File: src/rtl/jtag_dmi_intc.sv
// jtag_dmi_intc: passes one dsif {addr,data,op} request at a time onto the RISC-V DMI valid/ready port
// and returns {data,resp}. Define JTAG_DMI_INTC_TIMEOUT_EN to compile in the response timeout.
module jtag_dmi_intc #(
    parameter int DMI_ADDR_WIDTH = 7,
    parameter int DMI_DATA_WIDTH = 32,
    parameter int DMI_OP_WIDTH   = 2,
    parameter int TIMEOUT_CYCLES = 1024
) (
    input  logic                                                  jclk,
    input  logic                                                  dev_rst,
    input  logic                                                  jreq_vld,
    input  logic [DMI_ADDR_WIDTH+DMI_DATA_WIDTH+DMI_OP_WIDTH-1:0] jreq_data,
    output logic                                                  jreq_rdy,
    output logic                                                  jresp_vld,
    output logic [DMI_DATA_WIDTH+DMI_OP_WIDTH-1:0]                jresp_data,
    input  logic                                                  jresp_rdy,
    output logic                                                  dmi_req_valid,
    input  logic                                                  dmi_req_ready,
    output logic [DMI_ADDR_WIDTH-1:0]                             dmi_req_addr,
    output logic [DMI_DATA_WIDTH-1:0]                             dmi_req_data,
    output logic [DMI_OP_WIDTH-1:0]                               dmi_req_op,
    input  logic                                                  dmi_resp_valid,
    output logic                                                  dmi_resp_ready,
    input  logic [DMI_DATA_WIDTH-1:0]                             dmi_resp_data,
    input  logic [DMI_OP_WIDTH-1:0]                               dmi_resp_resp,
    output logic                                                  intc_busy
);

    localparam int OPW = DMI_OP_WIDTH;
    localparam int DW  = DMI_DATA_WIDTH;

    localparam logic [OPW-1:0] OP_READ   = OPW'(1);
    localparam logic [OPW-1:0] OP_WRITE  = OPW'(2);
    localparam logic [OPW-1:0] OP_RSVD   = OPW'(3);
    localparam logic [OPW-1:0] RESP_OK   = OPW'(0);
    localparam logic [OPW-1:0] RESP_FAIL = OPW'(2);

    if (DMI_OP_WIDTH < 2 || TIMEOUT_CYCLES < 1) begin : gBadParams
        $error("jtag_dmi_intc: DMI_OP_WIDTH must be >= 2 and TIMEOUT_CYCLES >= 1");
    end

    typedef enum logic [1:0] {
        IDLE,
        REQ,
        RESP,
        HOLD
    } state_t;

    state_t state_q;
    logic   jreqVld_q;

    logic [DMI_ADDR_WIDTH-1:0] reqAddr;
    logic [DW-1:0]             reqData;
    logic [OPW-1:0]            reqOp;
    logic                      capture;
    logic                      isAccess;
    logic                      tmoHit;

    assign reqAddr  = jreq_data[DMI_ADDR_WIDTH+DW+OPW-1:DW+OPW];
    assign reqData  = jreq_data[DW+OPW-1:OPW];
    assign reqOp    = jreq_data[OPW-1:0];
    assign capture  = jreq_vld & ~jreqVld_q;
    assign isAccess = (reqOp == OP_READ) || (reqOp == OP_WRITE);

`ifdef JTAG_DMI_INTC_TIMEOUT_EN
    localparam int CNT_W = $clog2(TIMEOUT_CYCLES + 1);

    logic [CNT_W-1:0] tmoCnt_q;

    // Held at zero outside REQ/RESP, so every entry to REQ starts a fresh count.
    always_ff @(posedge jclk) begin
        if (dev_rst || state_q == IDLE || state_q == HOLD) begin
            tmoCnt_q <= '0;
        end else begin
            tmoCnt_q <= tmoCnt_q + CNT_W'(1);
        end
    end

    assign tmoHit = ((state_q == REQ) || (state_q == RESP)) &&
                    (tmoCnt_q == CNT_W'(TIMEOUT_CYCLES - 1));
`else
    assign tmoHit = 1'b0;
`endif

    always_ff @(posedge jclk) begin
        if (dev_rst) begin
            state_q        <= IDLE;
            jreqVld_q      <= 1'b1;
            jreq_rdy       <= 1'b1;
            jresp_vld      <= 1'b0;
            jresp_data     <= '0;
            dmi_req_valid  <= 1'b0;
            dmi_req_addr   <= '0;
            dmi_req_data   <= '0;
            dmi_req_op     <= '0;
            dmi_resp_ready <= 1'b1;
            intc_busy      <= 1'b0;
        end else begin
            jreqVld_q <= jreq_vld;
            case (state_q)
                // Stray DMI responses are accepted and dropped here via dmi_resp_ready=1.
                IDLE: begin
                    if (capture) begin
                        dmi_req_addr   <= reqAddr;
                        dmi_req_data   <= reqData;
                        dmi_req_op     <= reqOp;
                        jreq_rdy       <= 1'b0;
                        intc_busy      <= 1'b1;
                        dmi_resp_ready <= 1'b0;
                        if (isAccess) begin
                            state_q       <= REQ;
                            dmi_req_valid <= 1'b1;
                        end else begin
                            state_q    <= HOLD;
                            jresp_vld  <= 1'b1;
                            jresp_data <= {{DW{1'b0}}, (reqOp == OP_RSVD) ? RESP_FAIL : RESP_OK};
                        end
                    end
                end
                REQ: begin
                    if (tmoHit) begin
                        state_q       <= HOLD;
                        dmi_req_valid <= 1'b0;
                        jresp_vld     <= 1'b1;
                        jresp_data    <= {{DW{1'b0}}, RESP_FAIL};
                    end else if (dmi_req_ready) begin
                        state_q        <= RESP;
                        dmi_req_valid  <= 1'b0;
                        dmi_resp_ready <= 1'b1;
                    end
                end
                // A response arriving in the timeout cycle still wins.
                RESP: begin
                    if (dmi_resp_valid) begin
                        state_q        <= HOLD;
                        dmi_resp_ready <= 1'b0;
                        jresp_vld      <= 1'b1;
                        jresp_data     <= {dmi_resp_data, dmi_resp_resp};
                    end else if (tmoHit) begin
                        state_q        <= HOLD;
                        dmi_resp_ready <= 1'b0;
                        jresp_vld      <= 1'b1;
                        jresp_data     <= {{DW{1'b0}}, RESP_FAIL};
                    end
                end
                HOLD: begin
                    if (jresp_rdy) begin
                        state_q        <= IDLE;
                        jresp_vld      <= 1'b0;
                        jreq_rdy       <= 1'b1;
                        intc_busy      <= 1'b0;
                        dmi_resp_ready <= 1'b1;
                    end
                end
                default: begin
                    state_q        <= IDLE;
                    jreq_rdy       <= 1'b1;
                    jresp_vld      <= 1'b0;
                    dmi_req_valid  <= 1'b0;
                    dmi_resp_ready <= 1'b1;
                    intc_busy      <= 1'b0;
                end
            endcase
        end
    end

endmodule

File: config.mk
export PLATFORM = sky130hd
export DESIGN_NAME = jtag_dmi_intc
export DESIGN_NICKNAME = d
export VERILOG_FILES = /design/src/rtl/jtag_dmi_intc.sv
export SDC_FILE = /design/constraint.sdc
export NUM_CORES = 1
export LEC_CHECK = 0
export CORE_UTILIZATION = 31
export CTS_CLUSTER_DIAMETER = 60
export DETAILED_ROUTE_END_ITERATION = 10
export PLACE_DENSITY = 0.73
export RECOVER_POWER = 50
export SLEW_MARGIN = 10
export SYNTH_ARGS = -nofsm -noshare
export SYNTH_HDL_FRONTEND = slang
export SYNTH_SLANG_ARGS = --single-unit
File: constraint.sdc
create_clock -name jclk -period 2.2 [get_ports jclk]
set_input_delay 0.44 -clock jclk [delete_from_list [all_inputs] [get_ports jclk]]
set_output_delay 0.44 -clock jclk [all_outputs]
set_load 0.02 [all_outputs]
==> results.cfg <==
[setup_path]
rrSetupSlack_ns = 0.33
cp_data_arrival_time_ns = 2.31
crit_path_end_kind = flip-flop
startpoint_type = input port
required_ns = 2.42
crit_fanout = 33
critPathKind = in2reg

[logic_synthesis]
ys_ff_latch = 83
synthAdderAreaFrac = 0.0231
syn_area_per_cell_um2 = 9.22
synth_area_leaders = dfxtp_1 51%, a22oi_2 12%, nand2_1 10%
synth_compound_area_frac = 0.229
synth-edff-count = 0
synth_xor_area_frac = 0
ys_types = 32
yosysSeqAreaShare = 0.511
ys_warn_count = 0
synth_top_family_by_area = compound AO/OA/AOI/OAI gates
synthMuxAreaShare = 0.00962
yosys.area_share.simple = 0.164
synth_top_area_share = 0.511
syn_area_um2 = 3250
syn_nets = 440
ys_async_sr_fraction = 0
synthCells = 353
ys.flop_type = dfxtp_1
synth_largest_area_cell = dfxtp_1

[pwr]
p_comb_frac = 0.348
p_int_mw = 2.74
peakVddDrop_mv = 0.526
power.switching_mw = 1.47
switching_share = 0.349
p_leak_nw = 2.03
pwr-share-seq = 0.410
clock_power_share = 0.242
power_density_nw_per_um2 = 818

[finish]
fillers = 974
nNetsFinal = 594
utilization = 0.502
final_area_um2 = 5140
drive_above_1_share = 0.123
diodes = 0
syn2layout_area_growth_pct = 57.9

[drt]
routedWlPerCell_um = 13.2
vias_per_cell = 4.63
drt_iter0_drc = 143
wl_um = 8570
drt_first_pass_iters = 4
drc = 0
via_count = 2997
ant_nets = 0

[grt]
grt_max_degree = 42
grt_pass1_wl_um = 14200
grt_usage = 0.161
grt_pass1_vias = 2890
grt-ovfl-total = 0
antenna_found_initial = 0

[cts]
insertion_delay_ns = 0.35
cts_max_level = 3
cts_made_buffers = 9
clk_pin_slew_ns = 0.08
clock_path_buffers = 2
ctsHoldBuffers = 0
root_buffer = clkbuf_8
tritoncts = done
cts_resized = 0
cts.sinks = 83
post-cts-setup-buffers = 0

[timing]
hold_viol_final = 0
fin_crit_ns = 2.08
fin_crit_sh = 0.946
worstMarginPinSlew_ns = 0.490
postLayoutSetupSlackWorst_ns = 0.119
relSlewSlack = 0.673
fmax_mhz = 481
setup_viol_count_final = 0
report.final.slew_viol_count = 0
rsz0062_at_grt = false
fin_skew_ns = 0.0174

[place]
place.gp.congestion = 0.745
placed_area_um2 = 4950
io_buffers = 160
preCtsSetupSlack_ns = -0.212
place.detailed.hpwl_um = 6260

[floorplanning]
initial_core_util = 0.318
io-pin-count = 161
core_area_um2 = 10200
dieArea_um2 = 10900
fp.dieW_um = 104
die_y_um = 104
rows = 37

[status]
outcome = completed

[min_path]
hold_path.class = reg2reg

[job]
maxCapViolCount = 0
per-stage QoR:
stage | power, mW | instances | setup TNS (ns) | hold WS, ns
final | 4.20 | 648 | 0 | 0.454
after CTS | 4.30 | 648 | 0 | 0.458
after detailed placement | 3.27 | 632 | -6.43 | 0.446
after global placement | 3.24 | 632 | -5.87 | 0.441
after floorplan | 2.80 | 353 | 0 | 0.523
after global routing | 4.46 | 648 | 0 | 0.473
state kept, by name, summed over array words and instances, names as in the netlist, 2 cells and up:
| name | flops |
|---|---|
| dmi_req_addr | 7 |
| state_q | 2 |
| dmi_req_data | 32 |
| jresp_data | 34 |
| dmi_req_op | 2 |
worst paths after layout:
| path | startpoint | to | cells past startpoint |
|---|---|---|---|
| setup / recovery | jreq_data[0] | jresp_data[19]$_SDFFE_PP0P_ | 7 |
| hold / removal | dmi_req_addr[5]$_SDFFE_PP0P_ | dmi_req_addr[5]$_SDFFE_PP0P_ | 2 |
| setup reg to reg | state_q[0]$_SDFFE_PP0P_ | jresp_data[19]$_SDFFE_PP0P_ | 7 |
| hold reg to reg | dmi_req_addr[5]$_SDFFE_PP0P_ | dmi_req_addr[5]$_SDFFE_PP0P_ | 2 |
Yosys cell counts (3+ instances only):
| library cell | instances |
|---|---|
| buf_8 | 3 |
| nor2_1 | 37 |
| buf_2 | 8 |
| a22oi_1 | 4 |
| buf_6 | 4 |
| inv_1 | 9 |
| dfxtp_1 | 83 |
| nand2_1 | 87 |
| a21oi_1 | 45 |
| ha_1 | 6 |
| a22oi_2 | 30 |
| clkbuf_1 | 10 |
worst max-delay path: stages:
cell and delay [ns]:
clkdlybuf4s50_1 0.43, ha_1 0.33, or3b_4 0.43, a21bo_1 0.24, buf_12 0.18, a22oi_1 0.17
nor2_1 0.05
cells in the final DEF, fill, tap and decap left out, types with 2 or more instances in the layout:
master | netlist | layout
or2_2 | 2 | 2
dlygate4sd3_1 | 0 | 76
a31oi_1 | 2 | 2
buf_12 | 0 | 3
ha_1 | 6 | 6
nor2_1 | 37 | 36
buf_4 | 0 | 5
nor3_1 | 2 | 2
dfxtp_1 | 83 | 83
clkdlybuf4s50_1 | 0 | 83
a21oi_1 | 45 | 45
a22oi_2 | 30 | 30
inv_6 | 0 | 3
nand2_1 | 87 | 87
clkbuf_8 | 0 | 10
nor2b_1 | 2 | 2
mux2i_1 | 2 | 2
a22oi_1 | 4 | 4
clkinvlp_4 | 0 | 2
inv_1 | 9 | 9
a311oi_1 | 2 | 2
o21ai_0 | 2 | 2
per-layer routing:
metal / routed length (µm) / vias to the layer above / track usage
li1: - / 1497 / -
met1: 3770 / 1367 / 0.199
met2: 4060 / 120 / 0.264
met3: 608 / 13 / 0.0489
met4: 132 / 0 / 0.0582
met5: 0 / - / 0
area by class of cell:
| type | count | area (µm²) | share of cell area |
|---|---|---|---|
| repair buffers | 169 | 1700 | 0.331 |
| flip-flops and latches | 83 | 1660 | 0.324 |
| multi-input cells | 235 | 1390 | 0.270 |
| well taps | 136 | 170 | 0.0331 |
| clock buffers | 10 | 138 | 0.0268 |
| clock inverters | 6 | 46.3 | 0.00901 |
| inverters | 9 | 33.8 | 0.00658 |
power groups by stage:
stage	logic, mW	clock network (mW)	registers (mW)
after floorplan	0.905	0	1.90
after global placement	1.49	0	1.76
after detailed placement	1.51	0	1.76
after CTS	1.52	1.06	1.73
after global routing	1.59	1.13	1.74
final	1.46	1.02	1.72
cells by family after synthesis:
logic type	after synthesis
multiplexers	3
adder cells (fa/ha/maj)	6
AND/OR/NAND/NOR	134
AO/OA/AOI/OAI	92
buffers and inverters	35
flip-flops	83
No activity file was read; power rests on OpenSTA's default activity.
